==> src/rtl/rmii_tx_pkg.sv <==
// Shared types and constants for the RMII transmit serializer.
package rmii_tx_pkg;

    typedef enum logic [1:0] {IDLE, PRE, DATA, IFG} tx_state_t;

    localparam logic [7:0] PREAMBLE_BYTE = 8'h55;
    localparam logic [7:0] DEFAULT_SFD   = 8'hD5;

    function automatic logic [1:0] dibit_sel(input logic [7:0] b, input logic [1:0] idx);
        logic [1:0] d;
        d = b[1:0];
        case (idx)
            2'd0: d = b[1:0];
            2'd1: d = b[3:2];
            2'd2: d = b[5:4];
            2'd3: d = b[7:6];
            default: d = b[1:0];
        endcase
        return d;
    endfunction

endpackage

==> src/rtl/rmii_tx_serializer.sv <==
// Byte-to-dibit RMII transmit serializer: adds preamble/SFD, enforces the
// inter-frame gap and reports underruns when the source runs dry mid-frame.
module rmii_tx_serializer
    import rmii_tx_pkg::*;
#(
    parameter int unsigned PREAMBLE_BYTES = 7,
    parameter logic [7:0]  SFD_BYTE       = DEFAULT_SFD,
    parameter int unsigned IFG_DIBITS     = 48
) (
    input  logic       clk,
    input  logic       rst,
    input  logic       axiiv,
    input  logic [7:0] axiid,
    input  logic       axiil,
    output logic       axiir,
    output logic       axiov,
    output logic [1:0] axiod,
    output logic       underrun
);

    localparam logic [7:0] PreLast = 8'(PREAMBLE_BYTES);
    localparam logic [5:0] IfgLast = 6'(IFG_DIBITS - 1);

    tx_state_t  state_q, state_d;
    logic [7:0] hold_data_q, hold_data_d;
    logic       hold_last_q, hold_last_d;
    logic       hold_valid_q, hold_valid_d;
    logic [7:0] shift_q, shift_d;
    logic       shift_last_q, shift_last_d;
    logic [1:0] dib_q, dib_d;
    logic [7:0] byte_q, byte_d;
    logic [5:0] ifg_q, ifg_d;
    logic       axiov_q, axiov_d;
    logic [1:0] axiod_q, axiod_d;
    logic       underrun_q, underrun_d;

    logic       accept;
    logic [7:0] pre_byte;

    // Once the frame's last byte sits in the shifter, the next frame waits for IFG.
    assign axiir  = rst & ~hold_valid_q & ~((state_q == DATA) & shift_last_q);
    assign accept = axiiv & axiir;

    assign axiov    = axiov_q;
    assign axiod    = axiod_q;
    assign underrun = underrun_q;

    always_comb begin
        state_d      = state_q;
        hold_data_d  = hold_data_q;
        hold_last_d  = hold_last_q;
        hold_valid_d = hold_valid_q;
        shift_d      = shift_q;
        shift_last_d = shift_last_q;
        dib_d        = dib_q;
        byte_d       = byte_q;
        ifg_d        = ifg_q;
        underrun_d   = 1'b0;

        if (accept) begin
            hold_data_d  = axiid;
            hold_last_d  = axiil;
            hold_valid_d = 1'b1;
        end

        case (state_q)
            IDLE: begin
                if (hold_valid_q) begin
                    state_d = PRE;
                    byte_d  = 8'd0;
                    dib_d   = 2'd0;
                end
            end
            PRE: begin
                dib_d = dib_q + 2'd1;
                if (dib_q == 2'd3) begin
                    if (byte_q == PreLast) begin
                        state_d      = DATA;
                        shift_d      = hold_data_q;
                        shift_last_d = hold_last_q;
                        hold_valid_d = 1'b0;
                    end else begin
                        byte_d = byte_q + 8'd1;
                    end
                end
            end
            DATA: begin
                dib_d = dib_q + 2'd1;
                if (dib_q == 2'd3) begin
                    if (shift_last_q) begin
                        state_d = IFG;
                        ifg_d   = 6'd0;
                    end else if (hold_valid_q) begin
                        shift_d      = hold_data_q;
                        shift_last_d = hold_last_q;
                        hold_valid_d = 1'b0;
                    end else begin
                        underrun_d = 1'b1;
                        state_d    = IFG;
                        ifg_d      = 6'd0;
                    end
                end
            end
            IFG: begin
                if (ifg_q == IfgLast) begin
                    if (hold_valid_q) begin
                        state_d = PRE;
                        byte_d  = 8'd0;
                        dib_d   = 2'd0;
                    end else begin
                        state_d = IDLE;
                    end
                end else begin
                    ifg_d = ifg_q + 6'd1;
                end
            end
            default: state_d = IDLE;
        endcase
    end

    // Outputs are registered, so they are decoded from the next-state values.
    always_comb begin
        pre_byte = (byte_d == PreLast) ? SFD_BYTE : PREAMBLE_BYTE;
        axiov_d  = 1'b0;
        axiod_d  = 2'd0;
        case (state_d)
            PRE: begin
                axiov_d = 1'b1;
                axiod_d = dibit_sel(pre_byte, dib_d);
            end
            DATA: begin
                axiov_d = 1'b1;
                axiod_d = dibit_sel(shift_d, dib_d);
            end
            default: begin
                axiov_d = 1'b0;
                axiod_d = 2'd0;
            end
        endcase
    end

    always_ff @(posedge clk) begin
        if (!rst) begin
            state_q      <= IDLE;
            hold_data_q  <= 8'd0;
            hold_last_q  <= 1'b0;
            hold_valid_q <= 1'b0;
            shift_q      <= 8'd0;
            shift_last_q <= 1'b0;
            dib_q        <= 2'd0;
            byte_q       <= 8'd0;
            ifg_q        <= 6'd0;
            axiov_q      <= 1'b0;
            axiod_q      <= 2'd0;
            underrun_q   <= 1'b0;
        end else begin
            state_q      <= state_d;
            hold_data_q  <= hold_data_d;
            hold_last_q  <= hold_last_d;
            hold_valid_q <= hold_valid_d;
            shift_q      <= shift_d;
            shift_last_q <= shift_last_d;
            dib_q        <= dib_d;
            byte_q       <= byte_d;
            ifg_q        <= ifg_d;
            axiov_q      <= axiov_d;
            axiod_q      <= axiod_d;
            underrun_q   <= underrun_d;
        end
    end

endmodule

==> config.mk <==
export PLATFORM = sky130hd
export DESIGN_NAME = rmii_tx_serializer
export DESIGN_NICKNAME = d
export VERILOG_FILES = /design/src/rtl/rmii_tx_pkg.sv /design/src/rtl/rmii_tx_serializer.sv
export SDC_FILE = /design/constraint.sdc
export NUM_CORES = 1
export LEC_CHECK = 0
export BUFFER_PORTS_ARGS = -buffer_cell sky130_fd_sc_hd__buf_2
export CAP_MARGIN = 20
export CORE_UTILIZATION = 50
export DETAILED_ROUTE_END_ITERATION = 8
export GPL_TIMING_DRIVEN = 0
export PLACE_DENSITY = 0.68
export SYNTH_ARGS = -nofsm -noshare
export SYNTH_HDL_FRONTEND = slang
export SYNTH_SLANG_ARGS = --single-unit
export TNS_END_PERCENT = 30
==> constraint.sdc <==
create_clock -name clk -period 5.97 [get_ports clk]
set_input_delay 0.8955 -clock clk [delete_from_list [all_inputs] [get_ports clk]]
set_output_delay 0.8955 -clock clk [all_outputs]
set_load 0.01 [all_outputs]
======== After elaboration in Yosys (flattened, before gate mapping) ========
Index checks and enable logic that the tools add are counted.
storage, ports and cells
  register bits after elaboration ......... 41
  input bits .............................. 12
  output and inout port bits .............. 5
  logic and storage cells ................. 97
cells by class
  $add $sub $neg .......................... 3
  equal/unequal tests ..................... 17
  mux-type cells .......................... 47
  bitwise operators ....................... 9
  reduce and logical (&&, ||, !) cells .... 9
operator list
  operator                                                          count
  8-bit two-way mux                                                 10
  6-bit two-way mux                                                 4
  2-bit one-hot mux with 4 select lines                             3
  8-bit one-hot mux with 3 select lines                             1
  2-bit two-way mux                                                 9
  8-bit by 3-bit == test with 1-bit output (second input constant)  2
  8-bit one-hot mux with 2 select lines                             1
  1-bit two-way mux                                                 14
  2-bit == test (second input constant)                             6
  6-bit one-hot mux with 2 select lines                             1
  8-bit by 1-bit adder with 8-bit output (second input constant)    1
  4-bit AND reduction                                               2
  6-bit by 1-bit adder with 6-bit output (second input constant)    1
  2-bit by 1-bit == test with 1-bit output (second input constant)  3
  6-bit == test (second input constant)                             1
  2-bit inequality test (second input constant)                     3
  2-bit one-hot mux with 3 select lines                             1
  1-bit NOT                                                         5
  1-bit bitwise AND                                                 4
  2-bit logical NOT                                                 2
  1-bit one-hot mux with 2 select lines                             2
  2-bit one-hot mux with 2 select lines                             1
  2-bit nonzero test                                                2
  2-bit OR reduction                                                2
  4 further kinds                                                   4

======== Logic depth before layout (Yosys ltp) ========
  depth in word-level cells ............... 10
  mapped depth ............................ 14
  depth with buffers taken out ............ 14

======== Worst setup path before layout ========
Ideal clock, no wire load.
  path kind ............................... reg2reg
  start point ............................. register byte_q[0]
  end point ............................... register axiod_q[1], in the netlist axiod[1]
  library setup time ...................... 0.127 ns
  arrival time ............................ 2.657 ns
  required time ........................... 5.843 ns
  path slack .............................. 3.186 ns
  cell stages (with the launch flop) ...... 14
  buffers on the path ..................... 0
  period minus slack after synthesis ...... 2.784 ns
  path through ............................ dfxtp_1 -> ha_1 -> or4b_4 -> o21ai_4 -> a21oi_1 -> a211oi_1 -> a21oi_1 -> ha_1 -> and2b_1 -> nand2_1 -> nor3_1 -> nand4b_1 -> nor4_1 -> or3_1
between the ends
  elaborated cells on any way between the ends .. 20
  classes of those cells .................. add/sub (1); eq/ne (4); mux (15)
RTL lines
  what                                                                       RTL line                   text
  start: declaration                                                         rmii_tx_serializer.sv:31   logic [7:0] byte_q, byte_d;
  start signal: assignment                                                   rmii_tx_serializer.sv:164  byte_q <= byte_d;
  8-bit by 3-bit == test with 1-bit output *                                 rmii_tx_serializer.sv:77   if (byte_q == PreLast) begin
  2-bit two-way mux *                                                        rmii_tx_serializer.sv:77
  2-bit two-way mux *                                                        rmii_tx_serializer.sv:76   if (dib_q == 2'd3) begin
  2-bit one-hot mux with 4 select lines *                                    rmii_tx_serializer.sv:66   case (state_q)
  named net state_d[0]                                                       rmii_tx_serializer.sv:24   tx_state_t state_q, state_d;
  2-bit == test or 2-bit by 1-bit == test with 1-bit output (tied branches)  rmii_tx_serializer.sv:126  case (state_d)
  2-bit one-hot mux with 2 select lines *                                    rmii_tx_serializer.sv:126
  end signal: assignment                                                     rmii_tx_serializer.sv:167  axiod_q <= axiod_d;
  end: declaration                                                           rmii_tx_serializer.sv:34   logic [1:0] axiod_q, axiod_d;
Mark *: on every way through the listed nets, which the timed path passes. The rest lies on a longest branch.
A chain may end at the register's enable or synchronous reset.

======== Worst setup path after layout ========
Same ends and word-level chain as after synthesis.

==> results.ini <==
[setup_path]
end_kind = register
crit_buf_inv = 0
r2r_cells = 13
worst-setup-path-type = reg2reg
r2r_slack_ps = 2580
cp_cell_sequence = ha_1 > or4b_4 > o21ai_4 > a21oi_1 > a211oi_1 > a21oi_1 > ha_1 > and2b_1 > nand2_1 > nor3_1 > nand4b_1 > nor4_1 > or3_1
slowest_delay_ps = 540
r2r_end = axiod[1]
cpMaxStageDelayCell = or4b_4
critPathLaunchType = register
r2r_start = byte_q[0]
cp_top_family = simple AND/OR/NAND/NOR gates
required_ps = 6210
crit_path_max_fanout = 6
worstPathArrival_ps = 3630

[route]
drcViolationCount = 0
routed_via_density = 5.63
wl_per_cell_um = 14.5
drtIter0Drc = 166
vias = 1898
postRouteAntennaNets = 0
first_pass_iters = 4
totalWireLength_um = 4890

[final_layout]
nNetsFinal = 306
area_growth_pct = 12.2
antenna_cells = 0
nFillCells = 435
drive_gt1_frac = 0.151

[floorplanning]
die_h_um = 69.7
die-area_mm2 = 0.00486
core_area_mm2 = 0.00438
rows = 24
dieWidth_um = 69.7
initial_utilization = 0.523
ios = 17

[clocking]
hold_buffers = 0
cts_tree = yes
cts-htree-levels = 2
clockBufferDepth = 2
cts.sinks = 41
numCtsBuffers = 5
cts-root-buf = clkbuf_8
clk_pin_slew_worst_paths_ps = 80
ctsResizeCount = 0
postCtsSetupBuffers = 0
insertion_delay_ps = 300

[timing]
tns_ps = 0
max_freq_ghz = 0.295
fin_crit_sh = 0.568
rsz0062_at_grt = no
clock_skew_ps = 8.33
finalSetupViolations = 0
slew_violations = 0
slew-limit-headroom = 0.559
finalCriticalPeriod_ps = 3390
worst_slew_pin_slew_ps = 658
timing.hold.ws_ps = 497
hold_viol_final = 0

[min_path]
worstHoldStart = ifg_q[5]
min_to = ifg_q[5]
hold_class = reg2reg
holdPathStages = 2

[grt]
grt_max_degree = 14
grt_usage = 0.221
antenna_found_initial = 0
grt_pass1_wl_um = 8650
grt_overflow = 0
grt_pass1_vias = 1881

[placement]
io_buffers = 16
dp.final_hpwl_um = 3520
routabilityCongestion = 0.860

[logic_synthesis]
synth_cell_types = 58
synth_seq_area_share = 0.358
synth-main-ff-cell = dfxtp_1
ys_warn_count = 0
async_flop_share = 0
syn-cell-area_mm2 = 0.00229
synth_cells = 261
synth_edf_count = 0
synth_seq_cells = 41
syn_area_per_cell_um2 = 8.79
synth_fp_nets = 283

[power]
power.share.clock = 0.391
p_sw_frac = 0.265
net-switching-power_uw = 180
power.density_mw_per_mm2 = 263
leakage_uw = 0.00102
vdd_drop_max_mv = 0.161
p_int_uw = 498
p_seq_frac = 0.426
combPwrFrac = 0.182

[run]
max-cap-violations = 0

[outcome]
status = finished clean

## cells in the final DEF (no fill, tap or decap), types with 5 or more instances in the layout
cell type	n
a21oi_1	11
a22o_1	5
a22oi_1	5
and2_1	6
buf_2	16
clkbuf_1	7
clkbuf_8	6
dfxtp_1	41
ha_1	10
inv_1	10
mux2i_1	11
nand2_1	21
nand3_1	8
nor2_1	19
nor2b_1	22
nor3_1	7
o21ai_0	10
## how the worst max path moves through the flow
stage,from,to,slack [ps],cells after the start
finish,byte_q[0],axiod[1],2580,13
global route,byte_q[0],axiod[1],2350,13
CTS,byte_q[0],axiod[1],2590,13
detailed placement,byte_q[0],axiod[1],2630,13
global placement,byte_q[0],axiod[1],2620,13
floorplan,byte_q[0],axiod[1],3190,13
## synth_stat cells (3+ instances only)
| library cell | count | share of area |
|---|---|---|
| dfxtp_1 | 41 | 0.36 |
| nor2b_1 | 22 | 0.060 |
| nand2_1 | 21 | 0.034 |
| nor2_1 | 19 | 0.031 |
| a21oi_1 | 11 | 0.024 |
| mux2i_1 | 11 | 0.048 |
| ha_1 | 10 | 0.055 |
| inv_1 | 10 | 0.016 |
| o21ai_0 | 10 | 0.022 |
| nand3_1 | 8 | 0.017 |
| clkbuf_1 | 7 | 0.011 |
| nor3_1 | 7 | 0.015 |
| and2_1 | 6 | 0.016 |
| a22o_1 | 5 | 0.019 |
| a22oi_1 | 5 | 0.016 |
| a31oi_1 | 4 | 0.011 |
| nand2b_1 | 4 | 0.011 |
| xnor2_1 | 4 | 0.015 |
| a211oi_1 | 3 | 0.0098 |
| a221oi_1 | 3 | 0.011 |
| nand3b_1 | 3 | 0.0098 |
| nand4_1 | 3 | 0.0082 |
| or3_1 | 3 | 0.0082 |
## power groups by stage
stage	Sequential, uW	Combinational (uW)	Clock, uW
4_1_cts	289	124	270
3_5_place_dp	295	123	0
3_3_place_gp	295	122	0
2_1_floorplan	295	91.6	0
6_report	289	124	265
5_1_grt	291	138	281
## flip-flops by register name (all words and copies together), names as in the netlist
name,flops
shift_q,8
byte_q,8
dib_q,2
shift_last_q,1
hold_last_q,1
state_q,2
axiov,1
hold_data_q,8
axiod,2
ifg_q,6
hold_valid_q,1
underrun,1
## worst min-delay path, cell delays in order (launching register included)
cell     delay (ps)
dfxtp_1         330
o21ai_0          70
a21oi_1          60
## cells by family (layout without fill, tap and decap cells)
family / Yosys count / count (layout) / synth area share
buf+inv: 22 / 46 / 0.0491
simple gates: 112 / 112 / 0.278
flops: 41 / 41 / 0.358
xor+xnor: 6 / 6 / 0.0229
compound gates: 57 / 57 / 0.180
mux: 13 / 13 / 0.0578
fa+ha+maj: 10 / 10 / 0.0545
## routing by layer
| metal | vias to the layer above | global-route usage | routed length (um) |
|---|---|---|---|
| met5 | - | 0 | 0 |
| met4 | 0 | 0.0689 | 53 |
| met3 | 8 | 0.0494 | 172 |
| met2 | 29 | 0.371 | 2340 |
| met1 | 886 | 0.282 | 2330 |
| li1 | 975 | - | - |
## stage by stage
| step | setup WS [ps] | cells | util | cell area (um2) | total power, uW |
|---|---|---|---|---|---|
| after floorplan | 3190 | 261 | - | 2290 | 387 |
| after global placement | 2620 | 329 | 0.557 | 2440 | 417 |
| after detailed placement | 2630 | 329 | 0.557 | 2440 | 419 |
| after CTS | 2590 | 337 | 0.587 | 2570 | 682 |
| after global routing | 2350 | 337 | 0.587 | 2570 | 709 |
| final | 2580 | 337 | 0.587 | 2570 | 678 |
## area by class of cell
type | instances | area (um2) | share of cell area
well taps | 52 | 65.1 | 0.0253
repair buffers | 16 | 80.1 | 0.0311
plain buffers | 12 | 75.1 | 0.0292
clock buffers | 5 | 68.8 | 0.0267
multi-input cells | 198 | 1360 | 0.529
inverters | 10 | 37.5 | 0.0146
clock inverters | 3 | 65.1 | 0.0253
flip-flops and latches | 41 | 821 | 0.319
Power figures use the tool's default switching activity.
